$ cat src/rtl/one_by_n_gen.sv
// Sequential reciprocal: one_by_n = floor(2^FRAC_W / n) in unsigned Q1.FRAC_W, one bit per clock.
// Define ONE_BY_N_ROUND_EN for a guard iteration and round-half-up (latency OUT_W+1).
module one_by_n_gen #(
  parameter int unsigned N_W    = 16,
  parameter int unsigned FRAC_W = 16
) (
  input  logic              clk,
  input  logic              rst,
  input  logic              start,
  input  logic [N_W-1:0]    n,
  output logic              busy,
  output logic              done,
  output logic [FRAC_W:0]   one_by_n,
  output logic              div_zero
);

  localparam int unsigned OUT_W = FRAC_W + 1;
`ifdef ONE_BY_N_ROUND_EN
  localparam int unsigned Q_W = OUT_W + 1;
`else
  localparam int unsigned Q_W = OUT_W;
`endif
  localparam int unsigned CNT_W = $clog2(Q_W);

  typedef enum logic [1:0] {StIdle, StCalc, StDone} state_e;

  state_e             state_q, state_d;
  logic [N_W-1:0]     n_q, n_d;
  logic [N_W:0]       rem_q, rem_d;
  logic [Q_W-1:0]     quo_q, quo_d;
  logic [CNT_W-1:0]   cnt_q, cnt_d;
  logic               busy_q, busy_d;
  logic               done_q, done_d;
  logic [OUT_W-1:0]   res_q, res_d;
  logic               dz_q, dz_d;

  logic               div_bit;
  logic               ge;
  logic [N_W:0]       rem_sh;
  logic [N_W:0]       diff;
  logic [Q_W-1:0]     quo_nx;
  logic [OUT_W-1:0]   result;

  always_comb begin
    // Dividend is a single 1 followed by zeros, so only the first shift brings in a 1.
    div_bit = (cnt_q == '0);
    rem_sh  = (rem_q << 1) | {{N_W{1'b0}}, div_bit};
    diff    = rem_sh - {1'b0, n_q};
    ge      = (rem_sh >= {1'b0, n_q});
    quo_nx  = (quo_q << 1) | {{(Q_W-1){1'b0}}, ge};
`ifdef ONE_BY_N_ROUND_EN
    // quo_nx = floor(2^(FRAC_W+1)/n); adding the guard bit and halving rounds half up.
    result  = OUT_W'((quo_nx + Q_W'(1)) >> 1);
`else
    result  = quo_nx;
`endif
  end

  always_comb begin
    state_d = state_q;
    n_d     = n_q;
    rem_d   = rem_q;
    quo_d   = quo_q;
    cnt_d   = cnt_q;
    busy_d  = busy_q;
    done_d  = 1'b0;
    res_d   = res_q;
    dz_d    = dz_q;
    case (state_q)
      StIdle: begin
        if (start) begin
          busy_d = 1'b1;
          if (n == '0) begin
            state_d = StDone;
            done_d  = 1'b1;
            res_d   = '1;
            dz_d    = 1'b1;
          end else begin
            state_d = StCalc;
            n_d     = n;
            rem_d   = '0;
            quo_d   = '0;
            cnt_d   = '0;
          end
        end
      end
      StCalc: begin
        rem_d = ge ? diff : rem_sh;
        quo_d = quo_nx;
        cnt_d = cnt_q + CNT_W'(1);
        if (cnt_q == CNT_W'(Q_W - 1)) begin
          state_d = StDone;
          done_d  = 1'b1;
          res_d   = result;
          dz_d    = 1'b0;
        end
      end
      StDone: begin
        state_d = StIdle;
        busy_d  = 1'b0;
      end
      default: begin
        state_d = StIdle;
        busy_d  = 1'b0;
      end
    endcase
  end

  always_ff @(posedge clk or posedge rst) begin
    if (rst) begin
      state_q <= StIdle;
      n_q     <= '0;
      rem_q   <= '0;
      quo_q   <= '0;
      cnt_q   <= '0;
      busy_q  <= 1'b0;
      done_q  <= 1'b0;
      res_q   <= '0;
      dz_q    <= 1'b0;
    end else begin
      state_q <= state_d;
      n_q     <= n_d;
      rem_q   <= rem_d;
      quo_q   <= quo_d;
      cnt_q   <= cnt_d;
      busy_q  <= busy_d;
      done_q  <= done_d;
      res_q   <= res_d;
      dz_q    <= dz_d;
    end
  end

  assign busy     = busy_q;
  assign done     = done_q;
  assign one_by_n = res_q;
  assign div_zero = dz_q;

endmodule

$ cat config.mk
export PLATFORM = sky130hd
export DESIGN_NAME = one_by_n_gen
export DESIGN_NICKNAME = d
export VERILOG_FILES = /design/src/rtl/one_by_n_gen.sv
export SDC_FILE = /design/constraint.sdc
export NUM_CORES = 1
export LEC_CHECK = 0
export CORE_UTILIZATION = 58
export DETAILED_ROUTE_END_ITERATION = 16
export PLACE_DENSITY = 0.79
export SYNTH_ARGS = -nofsm -noshare
export SYNTH_HDL_FRONTEND = slang
export SYNTH_SLANG_ARGS = --single-unit
$ cat constraint.sdc
create_clock -name clk -period 4.81 [get_ports clk]
set_clock_uncertainty 0.05 [all_clocks]
set_input_delay 0.962 -clock clk [delete_from_list [all_inputs] [get_ports clk]]
set_output_delay 0.962 -clock clk [all_outputs]
set_load 0.01 [all_outputs]
---- Word level (Yosys, flattened, before mapping) ----
Cells that the tools add are included.
cells by class
  order comparisons ....................... 1
  bitwise operators ....................... 4
  multipliers ............................. 0
  eq/ne operators ......................... 6
  $add $sub $neg .......................... 2
  shifts and indexed selects .............. 0
  div/mod/pow operators ................... 0
  muxes and demuxes ....................... 26
  reductions and logical operators ........ 9
operators by type and width
  operator             count
  $pmux 16 s2          2
  $mux 17              3
  $mux 16              3
  $or 17x1->17         2
  $pmux 17 s2          1
  $ge 17x16->1         1
  $logic_not 16->1     1
  $sub 16x16->16       1
  $mux 5               2
  $pmux 5 s2           1
  $ne 2x2->1 const B   4
  $mux 1               7
  $mux 2               3
  $pmux 1 s2           3
  $reduce_and 3->1     2
  $add 5x1->5 const B  1
  $eq 5x5->1 const B   1
  $logic_not 5->1      1
  $pmux 2 s2           1
  $reduce_and 2->1     2
  $reduce_and 4->1     1
  $eq 2x1->1 const B   1
  $logic_not 2->1      1
  $not 1->1            2
  $reduce_bool 2->1    1
storage, ports and cells
  logic and storage cells ................. 57
  bits in read-only memories .............. 0
  bits in writable memories ............... 0
  input bits .............................. 19
  flip-flop bits (word level) ............. 75
  output and inout port bits .............. 20
  memories ................................ 0
  bits in latches ......................... 0

---- Logic depth before layout (Yosys ltp) ----
  word-level depth ........................ 6
  depth in mapped cells ................... 12
  gate-level depth less buffers ........... 11

---- Worst setup path before layout ----
OpenSTA, ideal clock, no wires.
  kind .................................... reg-to-reg
  from .................................... reg cnt_q[0]
  to ...................................... reg rem_q[2]
  clock period less this slack ............ 3.345 ns
  stages on the path, launching flop included .. 13
  data arrival time ....................... 3.169 ns
  data required time ...................... 4.634 ns
  path slack .............................. 1.465 ns
  buffers on the path ..................... 2
  setup time .............................. 0.126 ns
  path through ............................ dfrtp_1 > inv_1 > ha_1 > or4b_2 > ha_1 > nand2b_1 > a221o_1 > a211o_2 > a2111oi_4 > buf_6 > buf_12 > nor3_2 > a221o_1
between the ends
  longest elaborated chain between the ends .. 5
  elaborated cells between the ends (all ways) .. 6
  classes of those cells .................. add/sub (1); order compare (1); mux (2); bitwise (1); reduce/logical (1)
ends and longest elaborated chain
  element                                         line    source
  start: declaration                              31      logic [CNT_W-1:0] cnt_q, cnt_d;
  start signal: assignment                        125     cnt_q <= cnt_d;
  $logic_not 5->1 (*)                             46      div_bit = (cnt_q == '0);
  $or 17x1->17 (*)                                47      rem_sh = (rem_q << 1) | {{N_W{1'b0}}, div_bit};
  $sub 16x16->16 or $ge 17x16->1 (tied branches)  48, 49
  $mux 16 (*)                                     88      rem_d = ge ? diff : rem_sh;
  $pmux 16 s2 (*)                                 69      case (state_q)
  end signal: assignment                          123     rem_q <= rem_d;
  end: declaration                                29      logic [N_W:0] rem_q, rem_d;
Every way passes the cells marked *; elsewhere a longest branch is shown, timed or not.
A chain may end at the register's enable or synchronous reset.

---- Worst setup path in the final report ----
  from .................................... reg cnt_q[0]
  to ...................................... reg rem_q[8]
Same word-level chain as after synthesis.

==> metrics.cfg <==
[worst_hold_path]
min_from = quo_q[15]
min_path_type = reg2reg
holdPathEnd = quo_q[15]
min_path_cells = 1

[sta]
hold_slack_ps = 458
worst_pin_slew_ps = 796
grt_setup_unrepaired = false
tns_ps = 0
max-slew-margin-rel_pct = 46.9
slew_viol_final = 0
hold_viol_final = 0
worst_slack_ps = 906
fmax_mhz = 256
setup_viol = 0
finalCritPeriodShare_pct = 81.2
fin_crit_ps = 3900

[clock_tree]
cts_tree = yes
cts-root-buf = clkbuf_8
htreeDepth = 3
clk_path_buf_depth = 2
cts_sinks = 75
numCtsBuffers = 9
clk_pin_slew_ps = 90
post_cts_buffers = 0
clkLatencyLatePin_ps = 360
cts_hold_buffers = 0
cts_resized = 0

[critical_path]
required_ps = 5010
slowest_stage = a2111oi_4
ff2ff_setup_slack_ps = 910
critPathMaxStageDelay_ps = 670
reg2reg_to = rem_q[8]
path_max_fanout = 11
arrival_ps = 4100
crit_family = compound AO/OA/AOI/OAI gates
rr_startpoint = cnt_q[0]
start_kind = flip-flop
path_buf_inv = 2
crit_top_cell = ha_1
crit_chain = inv_1, ha_1, or4b_2, ha_1, nand2b_1, a221o_1, a211o_2, a2111oi_4, buf_4, nor3_1, a311o_1
critPathKind = reg2reg
end_kind = flip-flop
r2r_cells = 11
critPathLaunch = cnt_q[0]

[power]
vdd_drop_max_mv = 0.384
p_total_mw = 3.97
p_per_area_mw_per_mm2 = 843
power_leakage_nw = 2.09

[synthesis]
synth_top_cell_by_area = dfrtp_1
synth_common_cells = dfrtp_1 (75), nand2_1 (46), inv_1 (27)
synthDistinctLibCells = 66
synth_nets = 437
yosysMostFrequentCell = dfrtp_1
ys_ff_latch = 75
yosys_warnings = 0
syn_inst = 399
yosysTopAreaCellShare_pct = 45.5
syn_area_mm2 = 0.00413
synth_edf_count = 0
synth_seq_area_share_pct = 45.5
synthArstFlopShare_pct = 100
avgSynthCellArea_um2 = 10.3
synth_area_leaders = dfrtp_1 (45%), ha_1 (5.5%), mux2_2 (4.6%)
ys.flop_type = dfrtp_1

[floorplan]
rows = 30
die-width_um = 86.3
start_util_pct = 60.4
fp.dieArea_mm2 = 0.00745
pin_count = 39
dieHeight_um = 86.3
core_area_mm2 = 0.00683

[layout]
design_area_mm2 = 0.00470
fin_nets = 469
area_growth_pct = 14.0
fin_cells = 532
fin_util_pct = 68.8
multi_input_area_mm2 = 0.00200
drive_gt1_share_pct = 12.8
fillers = 515
n_antenna_cell = 0
regArea_mm2 = 0.00188

[route]
route.met3.wl_um = 288
drc = 0
wl_um = 8540
highest_layer = met4
ant_nets = 0
routed_via_density = 5.95
drtPass1Iterations = 5
routedWlPerCell_um = 16.0
drtIter0Drc = 133
route.met2.wl_um = 4090
num_vias = 3168
met1_length_um = 3970

[grt]
overflow = 0
grt_util_all_layers_pct = 24.8
grt_pass1_vias = 2975
grt_pass1_wl_um = 14200
grt_start_max_net_pins = 41
antenna_found_initial = 0

[place]
pre_cts_slack_ps = 961
dpl.cell_count = 516
placed_area_mm2 = 0.00452
io_buffers = 38
dp_hpwl_um = 6090
gp_congestion = 0.856

[run]
maxCapViolCount = 0

[outcome]
outcome = complete, no violations

-- kinds of logic after synthesis --
logic type,share of synthesized area (%)
xor+xnor,2.12
fa+ha+maj,5.94
buf+inv,6.25
mux,5.37
compound gates,21.5
flops,45.5
simple gates,13.3
-- how the worst max path moves through the flow --
stage                to  cells past startpoint  slack, ps
3_5_place_dp   rem_q[8]                     11        960
4_1_cts        rem_q[8]                     11        930
6_report       rem_q[8]                     11        910
2_1_floorplan  rem_q[2]                     12       1470
5_1_grt        rem_q[8]                     11        750
3_3_place_gp   rem_q[8]                     11       1060
-- per-layer routing --
| metal | global-route usage [%] | up-vias |
|---|---|---|
| li1 | - | 1531 |
| met3 | 4.38 | 20 |
| met4 | 11.2 | 0 |
| met2 | 39.5 | 83 |
| met5 | 0 | - |
| met1 | 33.4 | 1534 |
-- cell type report --
type                            count  area share [%]
Sequential cell                    75            39.9
Inverter                           27            2.15
Multi-Input combinational cell    274            42.5
Tap cell                           96            2.55
Clock inverter                      7            1.25
Timing Repair Buffer               44            9.04
Clock buffer                        9            2.63
-- power breakdown --
part | internal (mW) | switching [mW]
Clock | 0.197 | 0.265
Combinational | 1.11 | 1.23
Sequential | 0.944 | 0.218
Total | 2.25 | 1.72
-- cell usage in the layout, fill, tap and decap left out, drive strengths merged, types with 7 or more instances in the layout --
cell type,n
a22o,16
a21oi,19
clkbuf,9
clkdlybuf4s50,38
nor4,7
o21ai,13
o211ai,12
dfrtp,75
ha,18
o22a,16
mux2,17
inv,32
nand2,47
nor3,8
nor2,14
-- sequential cells by signal, summed over array words and instances, names as in the netlist --
name and cells:
one_by_n 17, cnt_q 5, n_q 16, rem_q 16, state_q 2, done 1
busy 1, quo_q 16, div_zero 1
No activity file was read; power rests on OpenSTA's default activity.
